==> src/rtl/div_pkg.sv <==
// Shared types and constants for the iterative restoring divider.
//   div_state_t : controller states (IDLE, BUSY, DONE)
//   DIV_DW/SW   : default dividend/quotient and divisor/remainder widths
//   CNT_W       : width of the step counter for the default dividend width
//   DBZ_QUOT    : quotient reported for a zero divisor
package div_pkg;

  localparam int unsigned DIV_DW = 8;
  localparam int unsigned DIV_SW = 4;
  localparam int unsigned CNT_W  = $clog2(DIV_DW + 1);

  localparam logic [DIV_DW-1:0] DBZ_QUOT = '1;

  typedef enum logic [1:0] {
    IDLE = 2'd0,
    BUSY = 2'd1,
    DONE = 2'd2
  } div_state_t;

endpackage : div_pkg

==> src/rtl/seq_div8by4_restoring_if.sv <==
// Operand/result handshake bundle for the restoring divider.
//   in_valid/in_ready   : operand handshake (dividend, divisor)
//   out_valid/out_ready : result handshake (quotient, remainder, dbz)
//   master : requester side, slave : divider side
interface seq_div8by4_restoring_if
  import div_pkg::*;
#(
  parameter int unsigned DW = DIV_DW,
  parameter int unsigned SW = DIV_SW
);

  logic          in_valid;
  logic          in_ready;
  logic [DW-1:0] dividend;
  logic [SW-1:0] divisor;
  logic          out_valid;
  logic          out_ready;
  logic [DW-1:0] quotient;
  logic [SW-1:0] remainder;
  logic          dbz;

  modport master (
    output in_valid, dividend, divisor, out_ready,
    input  in_ready, out_valid, quotient, remainder, dbz
  );

  modport slave (
    input  in_valid, dividend, divisor, out_ready,
    output in_ready, out_valid, quotient, remainder, dbz
  );

endinterface : seq_div8by4_restoring_if

==> src/rtl/div_restore_step.sv <==
// One combinational restoring-division step.
//   i_r       : current partial remainder (SW+1 bits)
//   i_q_msb   : dividend bit shifted in this step
//   i_divisor : divisor
//   o_r_next  : partial remainder after the trial subtract/restore
//   o_q_bit   : quotient bit produced by this step
module div_restore_step
  import div_pkg::*;
#(
  parameter int unsigned SW = DIV_SW
) (
  input  logic [SW:0]   i_r,
  input  logic          i_q_msb,
  input  logic [SW-1:0] i_divisor,
  output logic [SW:0]   o_r_next,
  output logic          o_q_bit
);

  // The partial remainder stays below the divisor, so its msb is always 0;
  // carrying it through the trial value keeps the compare exact anyway.
  logic [SW+1:0] w_t;
  logic [SW+1:0] w_d;

  assign w_t = {i_r, i_q_msb};
  assign w_d = (SW+2)'(i_divisor);

  // Trial subtract; keep the shifted value when the divisor does not fit
  always_comb begin
    o_q_bit  = 1'b0;
    o_r_next = (SW+1)'(w_t);
    if (w_t >= w_d) begin
      o_q_bit  = 1'b1;
      o_r_next = (SW+1)'(w_t - w_d);
    end
  end

endmodule : div_restore_step

==> src/rtl/seq_div8by4_restoring.sv <==
// Iterative restoring divider, one quotient bit per clock.
//   clk : clock, rising edge
//   rst : synchronous active-high reset
//   bus : slave side of the operand/result handshake bundle
// A zero divisor skips the iteration and reports all-ones quotient,
// the low dividend bits as remainder, and dbz=1.
module seq_div8by4_restoring
  import div_pkg::*;
#(
  parameter int unsigned DW = DIV_DW,
  parameter int unsigned SW = DIV_SW
) (
  input  logic                     clk,
  input  logic                     rst,
  seq_div8by4_restoring_if.slave   bus
);

  localparam int unsigned CW = $clog2(DW + 1);

  div_state_t    r_state;
  div_state_t    w_state_next;
  logic [CW-1:0] r_cnt;
  logic [DW-1:0] r_q;
  logic [SW:0]   r_r;
  logic [SW-1:0] r_div;
  logic [DW-1:0] r_quot;
  logic [SW-1:0] r_rem;
  logic          r_dbz;

  logic [SW:0]   w_r_next;
  logic          w_q_bit;
  logic          w_accept;
  logic          w_step;
  logic          w_last;

  div_restore_step #(.SW(SW)) u_step (
    .i_r       (r_r),
    .i_q_msb   (r_q[DW-1]),
    .i_divisor (r_div),
    .o_r_next  (w_r_next),
    .o_q_bit   (w_q_bit)
  );

  // State register
  always_ff @(posedge clk) begin
    if (rst) r_state <= IDLE;
    else     r_state <= w_state_next;
  end

  // Next-state and datapath strobes
  always_comb begin
    w_state_next = r_state;
    w_accept     = 1'b0;
    w_step       = 1'b0;
    w_last       = 1'b0;
    unique case (r_state)
      IDLE: begin
        if (bus.in_valid) begin
          w_accept     = 1'b1;
          w_state_next = (bus.divisor == '0) ? DONE : BUSY;
        end
      end
      BUSY: begin
        w_step = 1'b1;
        if (r_cnt == CW'(1)) begin
          w_last       = 1'b1;
          w_state_next = DONE;
        end
      end
      DONE: begin
        if (bus.out_ready) w_state_next = IDLE;
      end
      default: w_state_next = IDLE;
    endcase
  end

  // Operand latch, shift/subtract iteration and result capture
  always_ff @(posedge clk) begin
    if (rst) begin
      r_cnt  <= '0;
      r_q    <= '0;
      r_r    <= '0;
      r_div  <= '0;
      r_quot <= '0;
      r_rem  <= '0;
      r_dbz  <= 1'b0;
    end else if (w_accept) begin
      r_q   <= bus.dividend;
      r_r   <= '0;
      r_div <= bus.divisor;
      r_cnt <= CW'(DW);
      if (bus.divisor == '0) begin
        r_quot <= '1;
        r_rem  <= bus.dividend[SW-1:0];
        r_dbz  <= 1'b1;
      end else begin
        r_dbz  <= 1'b0;
      end
    end else if (w_step) begin
      r_q   <= {r_q[DW-2:0], w_q_bit};
      r_r   <= w_r_next;
      r_cnt <= r_cnt - CW'(1);
      if (w_last) begin
        r_quot <= {r_q[DW-2:0], w_q_bit};
        r_rem  <= w_r_next[SW-1:0];
      end
    end
  end

  assign bus.in_ready  = (r_state == IDLE);
  assign bus.out_valid = (r_state == DONE);
  assign bus.quotient  = r_quot;
  assign bus.remainder = r_rem;
  assign bus.dbz       = r_dbz;

endmodule : seq_div8by4_restoring

==> src/flat_wrapper.sv <==
// flat-port wrapper written by rule: the top's interface ports become plain ports
module seq_div8by4_restoring_flat import div_pkg::*;
#(
  parameter int unsigned DW = DIV_DW,
  parameter int unsigned SW = DIV_SW
)
  (clk, rst, bus_in_valid, bus_dividend, bus_divisor, bus_out_ready, bus_in_ready, bus_out_valid, bus_quotient, bus_remainder, bus_dbz);
  seq_div8by4_restoring_if #(.DW(DW), .SW(SW)) bus_i ();
  input  logic clk;
  input  logic rst;
  input wire logic [$bits(bus_i.in_valid)-1:0] bus_in_valid;
  input wire logic [$bits(bus_i.dividend)-1:0] bus_dividend;
  input wire logic [$bits(bus_i.divisor)-1:0] bus_divisor;
  input wire logic [$bits(bus_i.out_ready)-1:0] bus_out_ready;
  output wire logic [$bits(bus_i.in_ready)-1:0] bus_in_ready;
  output wire logic [$bits(bus_i.out_valid)-1:0] bus_out_valid;
  output wire logic [$bits(bus_i.quotient)-1:0] bus_quotient;
  output wire logic [$bits(bus_i.remainder)-1:0] bus_remainder;
  output wire logic [$bits(bus_i.dbz)-1:0] bus_dbz;
  assign bus_i.in_valid = bus_in_valid;
  assign bus_i.dividend = bus_dividend;
  assign bus_i.divisor = bus_divisor;
  assign bus_i.out_ready = bus_out_ready;
  assign bus_in_ready = bus_i.in_ready;
  assign bus_out_valid = bus_i.out_valid;
  assign bus_quotient = bus_i.quotient;
  assign bus_remainder = bus_i.remainder;
  assign bus_dbz = bus_i.dbz;
  seq_div8by4_restoring #(.DW(DW), .SW(SW)) u_core (.clk(clk), .rst(rst), .bus(bus_i));
endmodule
==> config.mk <==
export PLATFORM = sky130hd
export DESIGN_NAME = seq_div8by4_restoring_flat
export DESIGN_NICKNAME = d
export VERILOG_FILES = /design/src/rtl/div_pkg.sv /design/src/rtl/seq_div8by4_restoring_if.sv /design/src/rtl/div_restore_step.sv /design/src/rtl/seq_div8by4_restoring.sv /design/src/flat_wrapper.sv
export SDC_FILE = /design/constraint.sdc
export NUM_CORES = 1
export LEC_CHECK = 0
export ABC_AREA = 0
export BUFFER_PORTS_ARGS = -buffer_cell sky130_fd_sc_hd__buf_4
export CAP_MARGIN = 20
export CORE_MARGIN = 2
export CORE_UTILIZATION = 50
export CTS_BUF_LIST = sky130_fd_sc_hd__clkbuf_16
export DETAILED_ROUTE_END_ITERATION = 7
export GPL_ROUTABILITY_DRIVEN = 0
export GPL_TIMING_DRIVEN = 0
export PLACE_DENSITY = 0.83
export SYNTH_ARGS = -nofsm -noshare
export SYNTH_HDL_FRONTEND = slang
export SYNTH_HIERARCHICAL = 1
export SYNTH_SLANG_ARGS = --single-unit
==> constraint.sdc <==
create_clock -name clk -period 2.6 [get_ports clk]
set_clock_uncertainty 0.2 [all_clocks]
set_input_delay 0.52 -clock clk [delete_from_list [all_inputs] [get_ports clk]]
set_output_delay 0.52 -clock clk [all_outputs]
set_load 0.01 [all_outputs]
==> results.sh <==
export IMPL_outcome="complete, no violations"
export IMPL_setup_tns_ps=0
export IMPL_relSlewSlack_pct=59.9
export IMPL_ys_flop_type="dfxtp_1"
export IMPL_yosysSeqAreaShare_pct=40.2
export IMPL_synthesis_area_mm2=0.00179
export IMPL_hold_buffers=0
export IMPL_dpl_cell_count=268
export IMPL_fin_crit_sh_pct=94.8
export IMPL_ir_worst_vdd_v=0.000454
export IMPL_criticalPathCategory="reg -> reg"
export IMPL_worst_path_buf_inv=3
export IMPL_start_util_pct=52.9
export IMPL_required_ps=2580
export IMPL_max_cap_violations=0
export IMPL_post_drt_wl_per_cell_um=14.9
export IMPL_drive_gt1_share_pct=28.0
export IMPL_route_detailed_drc=0
export IMPL_crit_path_cell_trace="inv_1 > ha_1 > inv_1 > fa_2 > a21o_2 > a2111oi_4 > buf_4 > nand2_1 > o21ai_0 > nand2_1 > a311oi_1"
export IMPL_root_buffer="clkbuf_16"
export IMPL_synth_edff_count=0
export IMPL_pin_count=31
export IMPL_instances_no_fill=278
export IMPL_finalCriticalPeriod_ps=2470
export IMPL_grt_pass1_vias=1554
export IMPL_layout_common_cells="44 x nand2_1, 36 x dfxtp_1, 32 x buf_4"
export IMPL_min_path_type="reg -> reg"
export IMPL_power_density_mw_per_mm2=724
export IMPL_h_tree_depth=2
export IMPL_cts_buffers=5
export IMPL_die_width_um=63.9
export IMPL_fin_nets=254
export IMPL_path_clk_slew_ps=50
export IMPL_grt_pass1_wl_mm=7.20
export IMPL_drtPass1Iterations=4
export IMPL_crit_family="compound AO/OA/AOI/OAI gates"
export IMPL_detail_route_antenna_nets=0
export IMPL_clock_latency_ps=270
export IMPL_yosysUniqueCellTypes=41
export IMPL_mostFrequentLayoutCell="nand2_1"
export IMPL_crit_fanout=7
export IMPL_n_antenna_cell=0
export IMPL_slew_viol_final=0
export IMPL_dieHeight_um=63.9
export IMPL_yosysWarnings=6
export IMPL_wl_mm=4.14
export IMPL_fill_cells=271
export IMPL_end_kind="flip-flop"
export IMPL_cts_tree="built"
export IMPL_grt_use_total_pct=22.5
export IMPL_syn2layout_area_growth_pct=25.8
export IMPL_dr_total_vias=1569
export IMPL_multi_input_area_um2=941
export IMPL_layout_area_seq_um2=721
export IMPL_tightest_slew_ps=598
export IMPL_dieArea_mm2=0.00408
export IMPL_cp_arrival_ps=2450
export IMPL_antenna_found_initial=0
export IMPL_cts_buffer_depth=2
export IMPL_grt_max_degree=12
export IMPL_postPlaceCellArea_mm2=0.00207
export IMPL_setup_viol=0
export IMPL_core_area_mm2=0.00339
export IMPL_clock_fmax_mhz=406
export IMPL_async_flop_share_pct=0
export IMPL_max_stage_delay_ps=350
export IMPL_totalPowerFinal_w=0.00163
export IMPL_start_kind="flip-flop"
export IMPL_postSynthCellCount=193
export IMPL_rsz0062_at_grt="no"
export IMPL_syn_avg_cell_area_um2=9.28
export IMPL_hold_violations=0
export IMPL_stdcell_area_mm2=0.00225
export IMPL_vias_per_cell=5.64
export IMPL_port_buffers=29
export IMPL_yosys_register_bits=36
export IMPL_cts_sinks=36
export IMPL_hpwl_mm=2.85
export IMPL_fp_row_count=21
export IMPL_leakage_nw=0.905
export IMPL_crit_slowest_cell="fa_2"
export IMPL_synth_nets=216
export IMPL_drt_initial_drc_count=61
export IMPL_grt_overflow_total=0
[metal layers]
layer | share of wire, % | track usage, %
met1 | 44 | 27.8
met3 | 6.6 | 6.69
met4 | 1.2 | 7.61
met5 | 0 | 0
met2 | 48 | 37.4
[flip-flops by register name, indices dropped and copies added (netlist names)]
| name | count |
|---|---|
| u_core/r_state | 2 |
| u_core/r_r | 5 |
| u_core/bus.dbz | 1 |
| u_core/r_div | 4 |
| u_core/bus.remainder | 4 |
| u_core/r_q | 8 |
| u_core/bus.quotient | 8 |
| u_core/r_cnt | 4 |
[synthesized netlist by cell type (4+ instances only)]
cell      count  area [um2]
buf_6         4        45.0
inv_1        12        45.0
nor2_1        5        18.8
a21oi_1      18        90.1
a221oi_1      5        43.8
nor2b_1       4        25.0
dfxtp_1      36         721
o221a_2       8        90.1
nand2_1      44         165
a31oi_1       4        25.0
o21ai_0       4        20.0
ha_1          6        75.1
[worst register-to-register path, cell delays in order (launching register included)]
cell       delay [ps]
dfxtp_1           330
inv_1              60
ha_1              140
inv_1              60
fa_2              350
a21o_2            250
a2111oi_4         270
buf_4             200
nand2_1            50
o21ai_0           110
nand2_1            80
a311oi_1          270
[stage by stage]
stage | utilization [%] | hold slack, ps | worst slack (ps)
final | 66.5 | 258 | 134
after global routing | 66.5 | 290 | 4.93
after detailed placement | 61.0 | 251 | -56.8
after floorplan | - | 236 | 158
after global placement | 61.0 | 243 | -9.05
after CTS | 66.0 | 259 | 61.0
[area by class of cell]
type	instances	area share, %
Timing Repair Buffer	31	10.3
Sequential cell	36	32.0
Clock inverter	3	1.72
Clock buffer	5	5.55
Tap cell	46	2.55
Buffer	12	4.16
Inverter	12	2.00
Multi-Input combinational cell	133	41.7
[where the power goes]
part | switching, W | internal (W) | total (W)
Combinational | 0.000185 | 0.000163 | 0.000347
Clock | 0.000212 | 0.000446 | 0.000658
Sequential | 0.0000347 | 0.000593 | 0.000627
[timing repair]
action	CTS	global route
buffers inserted	1	1
pin swaps	1	1
setup endpoints to repair	4	4
gates resized for setup	0	4
gates cloned	0	0
[kinds of logic (layout without fill, tap and decap cells)]
logic type | after synthesis | after routing | share of synthesized area [%]
xor gates and xnor gates | 3 | 3 | 1.47
DFF | 36 | 36 | 40.2
buffers and inverters | 24 | 63 | 7.75
AOI/OAI and AO/OA | 58 | 58 | 26.1
muxes | 3 | 3 | 1.96
and+or+nand+nor | 62 | 62 | 17.2
adders and majority gates | 7 | 7 | 5.31
[path summary, 6_finish.rpt]
path | from | to | slack, ps | cells past startpoint
worst max-delay path | u_core/r_q[7] | u_core/bus.remainder[2] | 130 | 11
worst min-delay path | u_core/bus.dbz | u_core/bus.dbz | 260 | 2
worst max register to register | u_core/r_q[7] | u_core/bus.remainder[2] | 130 | 11
worst min register to register | u_core/bus.dbz | u_core/bus.dbz | 260 | 2
(Power assumes the default switching activity.)
